==> src/rtl/p4_split_pkg.sv <==
// Shared types and helpers for the P4 packet split/forward path.
// Descriptor packing order is {err, len, port}, MSB first.
package p4_split_pkg;

  localparam int META_PORT_W = 9;
  localparam int LEN_W       = 16;
  localparam int MAX_KEEP_W  = 128;

  typedef struct packed {
    logic                   err;
    logic [LEN_W-1:0]       len;
    logic [META_PORT_W-1:0] port;
  } desc_t;

  localparam int DESC_W = $bits(desc_t);

  // Counts set bits of a byte-enable mask, zero-extended to MAX_KEEP_W.
  function automatic logic [7:0] popcount(input logic [MAX_KEEP_W-1:0] keep);
    int cnt;
    cnt = 0;
    for (int i = 0; i < MAX_KEEP_W; i++) begin
      if (keep[i]) cnt++;
    end
    return 8'(cnt);
  endfunction

  // True when the mask is a run of ones starting at bit 0 (all-zero included).
  function automatic logic keep_contig(input logic [MAX_KEEP_W-1:0] keep);
    return (keep & (keep + MAX_KEEP_W'(1))) == '0;
  endfunction

endpackage

==> src/rtl/p4_desc_fifo.sv <==
// Registered first-word-fall-through FIFO with an occupancy count output.
// DEPTH must be a power of two; pointers wrap naturally.
module p4_desc_fifo #(
  parameter  int WIDTH = 26,
  parameter  int DEPTH = 4,
  localparam int AW    = $clog2(DEPTH),
  localparam int CW    = AW + 1
) (
  input  logic             clk,
  input  logic             rst_n,
  input  logic             push,
  input  logic [WIDTH-1:0] push_data,
  input  logic             pop,
  output logic [WIDTH-1:0] pop_data,
  output logic             valid,
  output logic [CW-1:0]    count
);

  logic [WIDTH-1:0] mem [DEPTH];
  logic [AW-1:0]    wr_ptr;
  logic [AW-1:0]    rd_ptr;
  logic             do_push;
  logic             do_pop;

  assign do_push  = push & (count != CW'(DEPTH));
  assign do_pop   = pop & (count != '0);
  assign valid    = (count != '0);
  assign pop_data = valid ? mem[rd_ptr] : '0;

  // NOTE: storage has no reset; the read side is gated by valid, so stale
  // contents are never visible and the array can map onto plain flops/LUTRAM.
  always_ff @(posedge clk) begin
    if (do_push) mem[wr_ptr] <= push_data;
  end

  // NOTE: sequential state uses non-blocking assignments so every flop samples
  // pre-edge values regardless of statement order.
  always_ff @(posedge clk or negedge rst_n) begin
    if (!rst_n) begin
      wr_ptr <= '0;
      rd_ptr <= '0;
      count  <= '0;
    end else begin
      if (do_push) wr_ptr <= wr_ptr + AW'(1);
      if (do_pop)  rd_ptr <= rd_ptr + AW'(1);
      case ({do_push, do_pop})
        2'b10:   count <= count + CW'(1);
        2'b01:   count <= count - CW'(1);
        default: count <= count;
      endcase
    end
  end

endmodule

==> src/rtl/p4_axis_rx_sink.sv <==
// Receive endpoint for the P4 pipeline: turns each AXI-Stream packet plus its
// metadata into a {err, len, port} descriptor queued for downstream logic.
module p4_axis_rx_sink
  import p4_split_pkg::*;
#(
  parameter int TDATA_NUM_BYTES      = 64,
  parameter int USER_META_DATA_WIDTH = 9,
  parameter int LEN_WIDTH            = 16,
  parameter int DESC_DEPTH           = 4
) (
  input  logic                            s_axis_aclk,
  input  logic                            s_axis_aresetn,
  input  logic [TDATA_NUM_BYTES*8-1:0]    s_axis_tdata,
  input  logic [TDATA_NUM_BYTES-1:0]      s_axis_tkeep,
  input  logic                            s_axis_tvalid,
  input  logic                            s_axis_tlast,
  output logic                            s_axis_tready,
  input  logic [USER_META_DATA_WIDTH-1:0] user_metadata_in,
  input  logic                            user_metadata_in_valid,
  output logic [USER_META_DATA_WIDTH-1:0] m_desc_port,
  output logic [LEN_WIDTH-1:0]            m_desc_len,
  output logic                            m_desc_err,
  output logic                            m_desc_valid,
  input  logic                            m_desc_ready,
  output logic [31:0]                     pkt_count
);

  localparam logic [0:0] ST_IDLE = 1'b0;
  localparam logic [0:0] ST_BODY = 1'b1;
  localparam int FIFO_W = 1 + LEN_WIDTH + USER_META_DATA_WIDTH;
  localparam int CNT_W  = $clog2(DESC_DEPTH) + 1;
  localparam logic [TDATA_NUM_BYTES-1:0] KEEP_ALL = '1;

  logic [0:0]                      state;
  logic [0:0]                      state_next;
  logic                            rst_done;
  logic [LEN_WIDTH:0]              len_acc;
  logic [LEN_WIDTH:0]              len_next;
  logic [LEN_WIDTH+1:0]            len_sum;
  logic                            err_acc;
  logic                            err_next;
  logic                            meta_seen;
  logic [USER_META_DATA_WIDTH-1:0] meta_reg;
  logic                            meta_take;
  logic                            beat_ok;
  logic                            beat_err;
  logic                            push;
  logic [7:0]                      beat_bytes;
  logic [USER_META_DATA_WIDTH-1:0] desc_port;
  logic [LEN_WIDTH-1:0]            desc_len;
  logic                            desc_err;
  logic [FIFO_W-1:0]               desc_word;
  logic [FIFO_W-1:0]               pop_word;
  logic [CNT_W-1:0]                fifo_count;
  logic                            unused_tdata;

  assign unused_tdata = ^s_axis_tdata;

  // Full is decoded from the registered count only, so m_desc_ready never
  // reaches tready combinationally.
  assign s_axis_tready = rst_done & (fifo_count != CNT_W'(DESC_DEPTH));
  assign beat_ok       = s_axis_tvalid & s_axis_tready;
  assign push          = beat_ok & s_axis_tlast;
  assign meta_take     = user_metadata_in_valid & ~meta_seen;
  assign beat_bytes    = popcount(MAX_KEEP_W'(s_axis_tkeep));

  // NOTE: every always_comb output gets a default first so no path can leave
  // it unassigned and infer a latch.
  always_comb begin
    beat_err  = 1'b0;
    len_sum   = '0;
    len_next  = len_acc;
    err_next  = err_acc;
    desc_port = '0;
    desc_len  = '0;
    desc_err  = 1'b0;

    beat_err = ~keep_contig(MAX_KEEP_W'(s_axis_tkeep))
             | (~s_axis_tlast & (s_axis_tkeep != KEEP_ALL));

    // Bit LEN_WIDTH of len_acc acts as a sticky overflow marker.
    len_sum = {1'b0, len_acc} + (LEN_WIDTH+2)'(beat_bytes);
    if (beat_ok) begin
      len_next = (|len_sum[LEN_WIDTH+1:LEN_WIDTH])
               ? {1'b1, {LEN_WIDTH{1'b0}}} : len_sum[LEN_WIDTH:0];
    end

    err_next = err_acc | (user_metadata_in_valid & meta_seen)
             | (beat_ok & (beat_err | len_next[LEN_WIDTH]));

    desc_port = meta_seen ? meta_reg
              : (user_metadata_in_valid ? user_metadata_in : '0);
    desc_len  = len_next[LEN_WIDTH] ? '1 : len_next[LEN_WIDTH-1:0];
    desc_err  = err_next | ~(meta_seen | user_metadata_in_valid);
  end

  assign desc_word = {desc_err, desc_len, desc_port};

  always_comb begin
    state_next = state;
    case (state)
      ST_IDLE: if (beat_ok && !s_axis_tlast) state_next = ST_BODY;
      ST_BODY: if (beat_ok && s_axis_tlast)  state_next = ST_IDLE;
      default: state_next = ST_IDLE;
    endcase
  end

  always_ff @(posedge s_axis_aclk or negedge s_axis_aresetn) begin
    if (!s_axis_aresetn) begin
      state     <= ST_IDLE;
      rst_done  <= 1'b0;
      len_acc   <= '0;
      err_acc   <= 1'b0;
      meta_seen <= 1'b0;
      meta_reg  <= '0;
      pkt_count <= '0;
    end else begin
      state    <= state_next;
      rst_done <= 1'b1;
      if (push) begin
        len_acc   <= '0;
        err_acc   <= 1'b0;
        meta_seen <= 1'b0;
        pkt_count <= pkt_count + 32'd1;
      end else begin
        len_acc <= len_next;
        err_acc <= err_next;
        if (meta_take) begin
          meta_seen <= 1'b1;
          meta_reg  <= user_metadata_in;
        end
      end
    end
  end

  p4_desc_fifo #(
    .WIDTH (FIFO_W),
    .DEPTH (DESC_DEPTH)
  ) u_desc_fifo (
    .clk       (s_axis_aclk),
    .rst_n     (s_axis_aresetn),
    .push      (push),
    .push_data (desc_word),
    .pop       (m_desc_valid & m_desc_ready),
    .pop_data  (pop_word),
    .valid     (m_desc_valid),
    .count     (fifo_count)
  );

  assign {m_desc_err, m_desc_len, m_desc_port} = pop_word;

endmodule
==> config.mk <==
export PLATFORM = sky130hd
export DESIGN_NAME = p4_axis_rx_sink
export DESIGN_NICKNAME = d
export VERILOG_FILES = /design/src/rtl/p4_split_pkg.sv /design/src/rtl/p4_desc_fifo.sv /design/src/rtl/p4_axis_rx_sink.sv
export SDC_FILE = /design/constraint.sdc
export NUM_CORES = 1
export LEC_CHECK = 0
export BUFFER_PORTS_ARGS = -buffer_cell sky130_fd_sc_hd__buf_4
export CAP_MARGIN = 20
export CELL_PAD_IN_SITES_DETAIL_PLACEMENT = 0
export CELL_PAD_IN_SITES_GLOBAL_PLACEMENT = 2
export CORE_MARGIN = 2
export CORE_UTILIZATION = 31
export DETAILED_ROUTE_END_ITERATION = 12
export PLACE_DENSITY_LB_ADDON = 0.15
export SLEW_MARGIN = 40
export SYNTH_ARGS = -nofsm -noshare
export SYNTH_HDL_FRONTEND = slang
export SYNTH_HIERARCHICAL = 1
export SYNTH_SLANG_ARGS = --single-unit
==> constraint.sdc <==
create_clock -name s_axis_aclk -period 4.3 [get_ports s_axis_aclk]
set_input_delay 0.43 -clock s_axis_aclk [delete_from_list [all_inputs] [get_ports s_axis_aclk]]
set_output_delay 0.43 -clock s_axis_aclk [all_outputs]
set_load 0.1 [all_outputs]
# After elaboration in Yosys (flattened, before gate mapping)

Memory sizes are Yosys's and may differ from the RTL's.
Cells that the tools add are included.

$add $sub $neg: 70
Equality and inequality tests: 4
Multiplexer cells: 77
Bitwise gates (word level): 22
Reduce and logical (&&, ||, !) cells: 6

Operators by type and width:

| operator                | number |
|---|---|
| $mux W8                 | 63 |
| $add A8 B2 Y8 const B   | 62 |
| $logic_not A128 Y1      | 1 |
| $add A64 B1 Y65 const B | 1 |
| $and A64 B65 Y65        | 1 |
| $ne A64 B64 Y1 const B  | 1 |
| $mux W17                | 3 |
| $add A32 B1 Y32 const B | 1 |
| $mux W26                | 1 |
| $add A17 B8 Y18         | 1 |
| $mux W9                 | 2 |
| $mux W16                | 1 |
| $and A1 B1 Y1           | 10 |
| $mux W1                 | 6 |
| $or A1 B1 Y1            | 6 |
| $pmux W3 S2             | 1 |
| $not A1 Y1              | 5 |
| $add A2 B1 Y2 const B   | 2 |
| $reduce_bool A2 Y1      | 2 |
| $add A3 B1 Y3 const B   | 1 |
| $ne A3 B3 Y1 const B    | 1 |
| $reduce_bool A3 Y1      | 1 |
| $sub A3 B1 Y3 const B   | 1 |
| $add A1 B1 Y2 const B   | 1 |
| other kinds (4)         | 4 |

Bits in registers: 68
Bits in writable memories: 104
Input bits: 591
Output and inout port bits: 60
Memories kept: 1

Memory list:

| memory          | words | bits a word | rd ports | clocked after memory_dff | wr ports | RTL line           | text |
|---|---|---|---|---|---|---|---|
| u_desc_fifo.mem | 4     | 26          | 1        | 0                        | 1        | p4_desc_fifo.sv:19 | `logic [WIDTH-1:0] mem [DEPTH];` |

# Depth between registers and ports, before layout

Gate-level depths: netlist (run 1).

Depth after elaboration: 135
Gate-level depth with buffers: 214
Gate-level depth less buffers: 213

# Cells and area by module

The synthesis (run 1) kept the hierarchy.

By module, submodules not included:

| module          | times used | cells each | area each (µm²) | seq. area each (µm²) |
|---|---|---|---|---|
| p4_axis_rx_sink | 1          | 1916       | 15069.5         | 1526.5 |
| p4_desc_fifo    | 1          | 202        | 4390.5          | 3298.2 |

# Worst setup path after synthesis (run 1)

No wires, ideal clock.

Path type: input -> register
From: input s_axis_tkeep[0]
To: register len_acc[0]
Arrival time: 38077 ps
Data required time: 4233 ps
Path slack: -33844 ps
Stages: 211
Path buffers: 2
Cells stage by stage: inv_1 ha_1 buf_6 xor3_2 ha_1 mux2_2 ha_1 a32oi_1 nand2_1 ha_1 nor2b_1 a31oi_1 ha_1 nand2_1 o21ai_0 o21ai_1 inv_1 ha_1 [... 175 more ...] mux2_2 ha_1 mux2_2 ha_1 a21o_1 a21oi_1 o21bai_1 a21oi_1 o21bai_1 a21oi_1 nor2b_1 o21ai_0 nand3_1 o21a_1 or2_2 clkbuf_1 nor2_1 a22o_1

Cells in the longest elaborated chain, start to end: 132

Ends and longest elaborated chain:

| what                 | RTL line               | text |
|---|---|---|
| from (decl)          | p4_axis_rx_sink.sv:14  | `input logic [TDATA_NUM_BYTES-1:0] s_axis_tkeep,` |
| $mux W1 (*)          | p4_split_pkg.sv:22     | `if (keep[i]) cnt++;` |
| $add A1 B1 Y2        | p4_split_pkg.sv:22     |  |
| $mux W8 (*)          | p4_split_pkg.sv:22     |  |
| $add A8 B2 Y8        | p4_split_pkg.sv:22     |  |
| $mux W8 (*)          | p4_split_pkg.sv:22     |  |
| $add A8 B2 Y8        | p4_split_pkg.sv:22     |  |
| $mux W8 (*)          | p4_split_pkg.sv:22     |  |
| $add A8 B2 Y8        | p4_split_pkg.sv:22     |  |
| [... 116 more ...]   | n/a                    |  |
| $mux W8 (*)          | p4_split_pkg.sv:22     |  |
| $add A8 B2 Y8        | p4_split_pkg.sv:22     |  |
| $mux W8 (*)          | p4_split_pkg.sv:22     |  |
| $add A17 B8 Y18 (*)  | p4_axis_rx_sink.sv:82  | `len_sum = {1'b0, len_acc} + (LEN_WIDTH+2)'(beat_bytes);` |
| $reduce_or A2 Y1     | p4_axis_rx_sink.sv:84  | `len_next = (\|len_sum[LEN_WIDTH+1:LEN_WIDTH])` |
| $mux W17 (*)         | p4_axis_rx_sink.sv:85  | `? {1'b1, {LEN_WIDTH{1'b0}}} : len_sum[LEN_WIDTH:0];` |
| $mux W17 (*)         | p4_axis_rx_sink.sv:83  | `if (beat_ok) begin` |
| $mux W17 (*)         | p4_axis_rx_sink.sv:120 | `if (push) begin` |
| to (signal assigned) | p4_axis_rx_sink.sv:126 | `len_acc <= len_next;` |
| to (decl)            | p4_axis_rx_sink.sv:37  | `logic [LEN_WIDTH:0] len_acc;` |

Every way passes the cells marked *; elsewhere a longest branch is shown, timed or not.
A chain may end at the register's enable or synchronous reset.

# Final worst setup path (run 1)

From: input s_axis_tkeep[1]
To: memory u_desc_fifo.mem[1][14] (data pin)

Cells in the longest elaborated chain, start to end: 130

Ends and longest elaborated chain:

| what                  | RTL line              | text |
|---|---|---|
| $mux W8 (*)           | p4_split_pkg.sv:22    |  |
| $add A8 B2 Y8         | p4_split_pkg.sv:22    |  |
| $mux W8 (*)           | p4_split_pkg.sv:22    |  |
| $add A8 B2 Y8         | p4_split_pkg.sv:22    |  |
| $mux W8 (*)           | p4_split_pkg.sv:22    |  |
| $add A8 B2 Y8         | p4_split_pkg.sv:22    |  |
| $mux W8 (*)           | p4_split_pkg.sv:22    |  |
| $add A8 B2 Y8         | p4_split_pkg.sv:22    |  |
| [... 115 more ...]    | n/a                   |  |
| $add A8 B2 Y8         | p4_split_pkg.sv:22    |  |
| $mux W8 (*)           | p4_split_pkg.sv:22    |  |
| $add A17 B8 Y18 (*)   | p4_axis_rx_sink.sv:82 |  |
| $reduce_or A2 Y1      | p4_axis_rx_sink.sv:84 |  |
| $mux W17 (*)          | p4_axis_rx_sink.sv:85 |  |
| $mux W17 (*)          | p4_axis_rx_sink.sv:83 |  |
| $mux W16 (*)          | p4_axis_rx_sink.sv:93 | `desc_len = len_next[LEN_WIDTH] ? '1 : len_next[LEN_WIDTH-1:0];` |
| named net desc_len[5] | p4_axis_rx_sink.sv:50 | `logic [LEN_WIDTH-1:0] desc_len;` |
| to (decl)             | p4_desc_fifo.sv:19    |  |

The timed path passes the listed nets; every way through them passes the cells marked *.

==> results of run 1 <==
cells in the mapped netlist (9+ instances only):
library cell    n
o31ai_1        13
nand4_1        30
clkbuf_1       67
xnor2_1       212
edfxtp_1      104
or2_2          13
o31a_1          9
a21oi_1        70
mux2i_1        26
and2_1         44
nor4_1         13
mux2_2         29
xor2_1        110
a211oi_1       17
a22oi_1        13
o211ai_1       11
a22o_1         15
o21a_1         16
nand2b_1       27
xnor2_2        25
a21o_1          9
nor3b_1        12
nor3_1         41
and3_1         32
o22ai_1        18
mux4_2         18
ha_1           80
dfrtp_1        68
nand3_1        92
xnor3_1        35
nor2_1        164
o21ai_0        67
nor2b_1        33
inv_1          81
xnor2_4        14
nand2_1       237
a31oi_1        28
area by class of cell:
class	count	area share
clock buffer	18	0.0150
inverter	87	0.0119
clock inverter	14	0.00454
timing repair buffer	965	0.250
sequential	172	0.165
multi-input combinational	1770	0.517
tap	837	0.0358
antenna	3	0.000257
critical path: cells and delay by family:
| family | cells | cell delay, ns |
|---|---|---|
| buffers and inverters | 12 | 0.76 |
| adders and majority gates | 62 | 16.16 |
| xor gates and xnor gates | 1 | 0.10 |
| AOI/OAI and AO/OA | 63 | 7.43 |
| muxes | 17 | 3.80 |
| and+or+nand+nor | 56 | 5.30 |
kinds of logic after synthesis:
family / after synthesis / synth area share
xor+xnor: 421 / 0.254
simple gates: 783 / 0.197
flops: 172 / 0.248
fa+ha+maj: 85 / 0.0550
mux: 84 / 0.0642
compound gates: 396 / 0.143
buf+inv: 176 / 0.0386
other cells: 1 / 0.000193
metrics by stage:
step,setup slack [ns],cells
3_3_place_gp,-30.18,3769
3_5_place_dp,-31.05,3769
4_1_cts,-29.97,3830
5_1_grt,-31.13,3866
6_report,-29.56,3866
2_1_floorplan,-30.50,2118
path summary, 6_finish.rpt:
check / end / slack, ns / cells past startpoint
hold / removal: pkt_count[27]$_DFFE_PN0P_ / 0.02 / 1
setup / recovery: u_desc_fifo/mem[1][14]$_DFFE_PP_ / -29.56 / 211
hold reg to reg: pkt_count[31]$_DFFE_PN0P_ / 0.48 / 1
min in group s_axis_aclk: meta_reg[1]$_DFFE_PN0P_ / 0.25 / 2
setup reg to reg: u_desc_fifo/mem[3][14]$_DFFE_PP_ / 1.22 / 15
max in group asynchronous: len_acc[10]$_DFF_PN0_ / 3.81 / 1
metal layers:
metal	track usage	up-vias
met2	0.334	200
met3	0.0183	43
met5	0	-
met4	0.0351	6
met1	0.239	8728
li1	-	9418
timing repair:
item | 4_1_cts | 5_1_grt
setup endpoints to repair | 86 | 86
pin swaps | 42 | 58
gates resized for setup | 54 | 71
hold buffers | 0 | 0
hold endpoints to repair | 0 | 0
gates cloned | 0 | 0
buffers inserted | 29 | 34
==> results.txt, run 1 <==
Status: finished with violations
Violated checks: setup timing
Total gr overflow: 0
RSZ-0062 raised after global routing: true
Sum of negative setup slack: -2537.63 ns
Most common cell after layout, fill and taps aside: buf_4
Fin area: 29,200 um2
Syn Inst Count: 2,118
Skew final: 0.00958 ns
Final setup violation count: 86
Largest registers: u_desc_fifo/mem x104, pkt_count x32, len_acc x17
FILL cells: 6,038
First-pass GRT wire length: 95,500 um
Yosys warnings: 6
Share of the synthesized area in the top cell type: 0.160
Post-synthesis register bit count: 172
Initial antenna violation count: 9
Slowest-stage cell, CP: a221o_1
Number of global-route vias before repair: 18,300
Cell Area, Placed: 27,500 um2
DR vias: 18,400
# DRC: 0
Post-layout util: 0.472
Top_reg_cell synth: edfxtp_1
Worst r2r src: len_acc[0]$_DFF_PN0_
Largest stage delay on the critical path: 0.37 ns
Initial Util: 0.314
Max Used Layer: met5
Required @ worst endpoint: 4.45 ns
Async SR Flop Fraction: 0.395
Final period util: 7.87
Area leader, netlist: edfxtp_1
Top cells by area, synth: edfxtp_1 (16%), xnor2_1 (9.5%), dfrtp_1 (8.7%), ha_1 (5.1%), xor2_1 (5.0%)
Post-Syn Area: 19,500 um2
CP max FO: 10
Clk slew on worst S/H paths: 0.07 ns
Max reg flops: 104
Syn Nets: 2,791
I/O pins: 651
Hold Crit Class: input port to async pin
Sequential area share after synthesis: 0.248
Clock Tree Root: clkbuf_16
Largest net degree at the start of global routing: 69
Die span in x: 255 um
Worst slew pin tran: 0.779 ns
Area of the multi-input gates: 15,100 um2
Max-cap violations: 0
Post-Route WL: 61,400 um
Share of post-route cells with drive strength above 1: 0.435
Crit start category: input port
TritonCTS buffer count: 17
Routed met2 length: 31,400 um
Number of unique standard cell types used by synthesis: 113
Top reg by flops: u_desc_fifo/mem
Commonest non-fill, non-tap cells in the layout: buf_4 (958), nand2_1 (206), xnor2_1 (206), nor2_1 (156), xor2_1 (107)
Slew Viols, Final: 0
WL/cell: 15.9 um
Die area: 64,800 um2
Gr usage total: 0.185
Port Buffers: 138
Pre-Repair DR Iteration Count: 5
CTS Buffer Depth: 2
Number of synthesized flops with an enable pin: 104
Row Count: 91
F_max: 0.0295 GHz
WS Path Type: input port to flop
Clk_lat worst skew: 0.43 ns
Final WS setup: -29.56 ns
DR vias/cell: 4.76
Slew Limit Headroom: 0.480
Routability Congestion: 0.845
P&R area growth vs syn: 50.2%
Hold slack: 0.0151 ns
WL met1: 28,200 um
Setup crit start: s_axis_tkeep[1]
Syn Area/Cell: 9.19 um2
Nets: 3,686
Metal3 WL: 1210 um
Nature of the critical path endpoint: flop
Sequential cell area: 4820 um2
Die Y: 255 um
Final hold violations: 0
Antenna Violating Nets Remaining: 0
DP HPWL: 51,200 um
CTS tree: done
Initial drt markers: 788
Final worst path period need: 33.86 ns
Crit path DAT: 34.01 ns
TritonCTS Sinks: 172
Core ar.: 61,900 um2
Depth of the CTS H-tree: 4
Power of run 1 is left out: the tool's default activity adds up to more than one toggle a clock period on the data nets, which glitch-free logic cannot reach.
==> run 2: changes to the inputs <==
--- a/config.mk
+++ b/config.mk
@@ -5,7 +5,7 @@
 export SDC_FILE = /design/constraint.sdc
 export NUM_CORES = 1
 export LEC_CHECK = 0
-export BUFFER_PORTS_ARGS = -buffer_cell sky130_fd_sc_hd__buf_4
+export BUFFER_PORTS_ARGS = -buffer_cell sky130_fd_sc_hd__buf_2
 export CAP_MARGIN = 20
 export CELL_PAD_IN_SITES_DETAIL_PLACEMENT = 0
 export CELL_PAD_IN_SITES_GLOBAL_PLACEMENT = 2
==> constraint.sdc (replaced) <==
create_clock -name s_axis_aclk -period 36 [get_ports s_axis_aclk]
set_input_delay 3.6 -clock s_axis_aclk [delete_from_list [all_inputs] [get_ports s_axis_aclk]]
set_output_delay 3.6 -clock s_axis_aclk [all_outputs]
set_load 0.1 [all_outputs]
==> run 2 against run 1 <==
Effect of this change: the run still ends with setup timing left; flip-flop and latch count unchanged; routed wire length decreased by 7.1%; first-iteration DRC count decreased by 7.1%; sequential share of layout area increased by 2.1 points; via count decreased by 7.3%; utilization decreased by 5.3 points; count of clock-buffer cells in the layout unchanged; die area unchanged; non-clock buffer count decreased by 415; worst hold slack improved by 0.46 ns; clock skew increased by 0.0032 ns; highest routed layer unchanged.
==> results.txt, run 2 (same netlist as run 1, synthesis figures left out) <==
Status: finished with violations
Violated checks: setup timing
Slowest-stage cell, CP: xor3_2
Routability Congestion: 0.804
Final WS setup: -1.83 ns
Number of global-route vias before repair: 17,000
Slew Viols, Final: 0
R2R cell count: 18
Gr usage total: 0.174
Port Buffers: 138
Largest stage delay on the critical path: 0.54 ns
Clk slew on worst S/H paths: 0.07 ns
Final worst path period need: 37.83 ns
Crit path DAT: 37.98 ns
DR vias/cell: 4.94
RSZ-0062 raised after global routing: true
First-pass GRT wire length: 89,900 um
Required @ worst endpoint: 36.15 ns
Nets: 3,271
DP HPWL: 45,300 um
Total gr overflow: 0
Final setup violation count: 86
Clock Tree Root: clkbuf_16
CTS tree: done
Final period util: 1.05
Placed Cells: 3,255
Skew final: 0.0128 ns
Hold path depth: 1
Depth of the CTS H-tree: 4
WS Path Type: input port to flop
Top reg by flops: u_desc_fifo/mem
Initial Util: 0.314
WL/cell: 16.5 um
Share of post-route cells with drive strength above 1: 0.356
Hold slack: 0.474 ns
CP max FO: 7
P&R area growth vs syn: 33.4%
Hold Crit Class: flop to flop
Commonest non-fill, non-tap cells in the layout: buf_4 (405), nand2_1 (208), xnor2_1 (207), nor2_1 (153), buf_2 (135)
DR vias: 17,100
CTS Buffer Depth: 2
Crit start category: input port
Final std cells w/o fill: 3,451
Clk_lat worst skew: 0.43 ns
# DRC: 0
Initial drt markers: 732
Die Y: 255 um
I/O pins: 651
TritonCTS Sinks: 172
Largest net degree at the start of global routing: 69
CP dominant cell by count: buf_4
F_max: 0.0264 GHz
Die span in x: 255 um
Worst slew pin tran: 0.816 ns
Initial antenna violation count: 24
Slew Limit Headroom: 0.452
Nature of the critical path endpoint: flop
Max reg flops: 104
Max-cap violations: 0
Pre-Repair DR Iteration Count: 5
Final hold violations: 0
Die area: 64,800 um2
Row Count: 91
Antenna Violating Nets Remaining: 0
Most common cell after layout, fill and taps aside: buf_4
TritonCTS buffer count: 17
Core ar.: 61,900 um2
Post-Route WL: 57,000 um
Largest registers: u_desc_fifo/mem x104, pkt_count x32, len_acc x17
run 2: cell count changes in the layout (fill, tap and decap cells not counted), sizes merged:
cell	previous run	this run
bufinv	1	2
buf	965	549
clkbuf	18	19
clkinv	5	0
inv	93	97
run 2: final timing paths:
| kind | start | endpoint | slack (ns) |
|---|---|---|---|
| worst max-delay path | s_axis_tkeep[0] | u_desc_fifo/mem[3][25]$_DFFE_PP_ | -1.83 |
| worst min-delay path | pkt_count[31]$_DFFE_PN0P_ | pkt_count[31]$_DFFE_PN0P_ | 0.47 |
| worst max register to register | len_acc[0]$_DFF_PN0_ | u_desc_fifo/mem[3][25]$_DFFE_PP_ | 32.68 |
| worst min register to register | pkt_count[31]$_DFFE_PN0P_ | pkt_count[31]$_DFFE_PN0P_ | 0.47 |
| max in group asynchronous | s_axis_aresetn | pkt_count[5]$_DFFE_PN0P_ | 32.26 |
| min in group asynchronous | s_axis_aresetn | pkt_count[25]$_DFFE_PN0P_ | 3.25 |
run 2: layout make-up:
cell class,count,area [um2]
clock buffer,18,439
tap,837,1050
multi-input combinational,1770,15300
timing repair buffer,550,3840
fill,6179,36000
sequential,172,4820
antenna,3,7.51
inverter,87,347
clock inverter,14,170
run 2: metrics by stage:
| stage | instance area, um2 | util | TNS (ns) | setup WS (ns) |
|---|---|---|---|---|
| after floorplan | 20100 | - | -162.45 | -1.97 |
| after global placement | 23300 | 0.376 | -290.33 | -3.66 |
| after detailed placement | 23300 | 0.376 | -305.69 | -3.87 |
| after CTS | 25300 | 0.408 | -177.37 | -2.21 |
| after global routing | 25900 | 0.419 | -286.06 | -3.49 |
| final | 26000 | 0.419 | -145.01 | -1.83 |
run 2: per-layer routing:
layer | vias up | wire, um | GRT usage
li1 | 8568 | - | -
met1 | 8175 | 25600 | 0.221
met2 | 217 | 28800 | 0.316
met3 | 81 | 1610 | 0.0216
met4 | 20 | 879 | 0.0351
met5 | - | 128 | 0
run 2: what timing repair did:
item	4_1_cts	5_1_grt
buffers inserted	140	24
endpoints found under the setup margin	86	86
hold buffers	0	0
pin swaps	45	48
gates resized for setup	71	91
run 2: worst max-delay path, delay by kind of cell:
kind | cells | cell delay [ns]
fa+ha+maj | 44 | 11.62
compound gates | 51 | 6.53
buf+inv | 54 | 6.05
simple gates | 45 | 4.09
xor+xnor | 13 | 3.64
mux | 11 | 2.40
Power of run 2 is left out for the same reason.
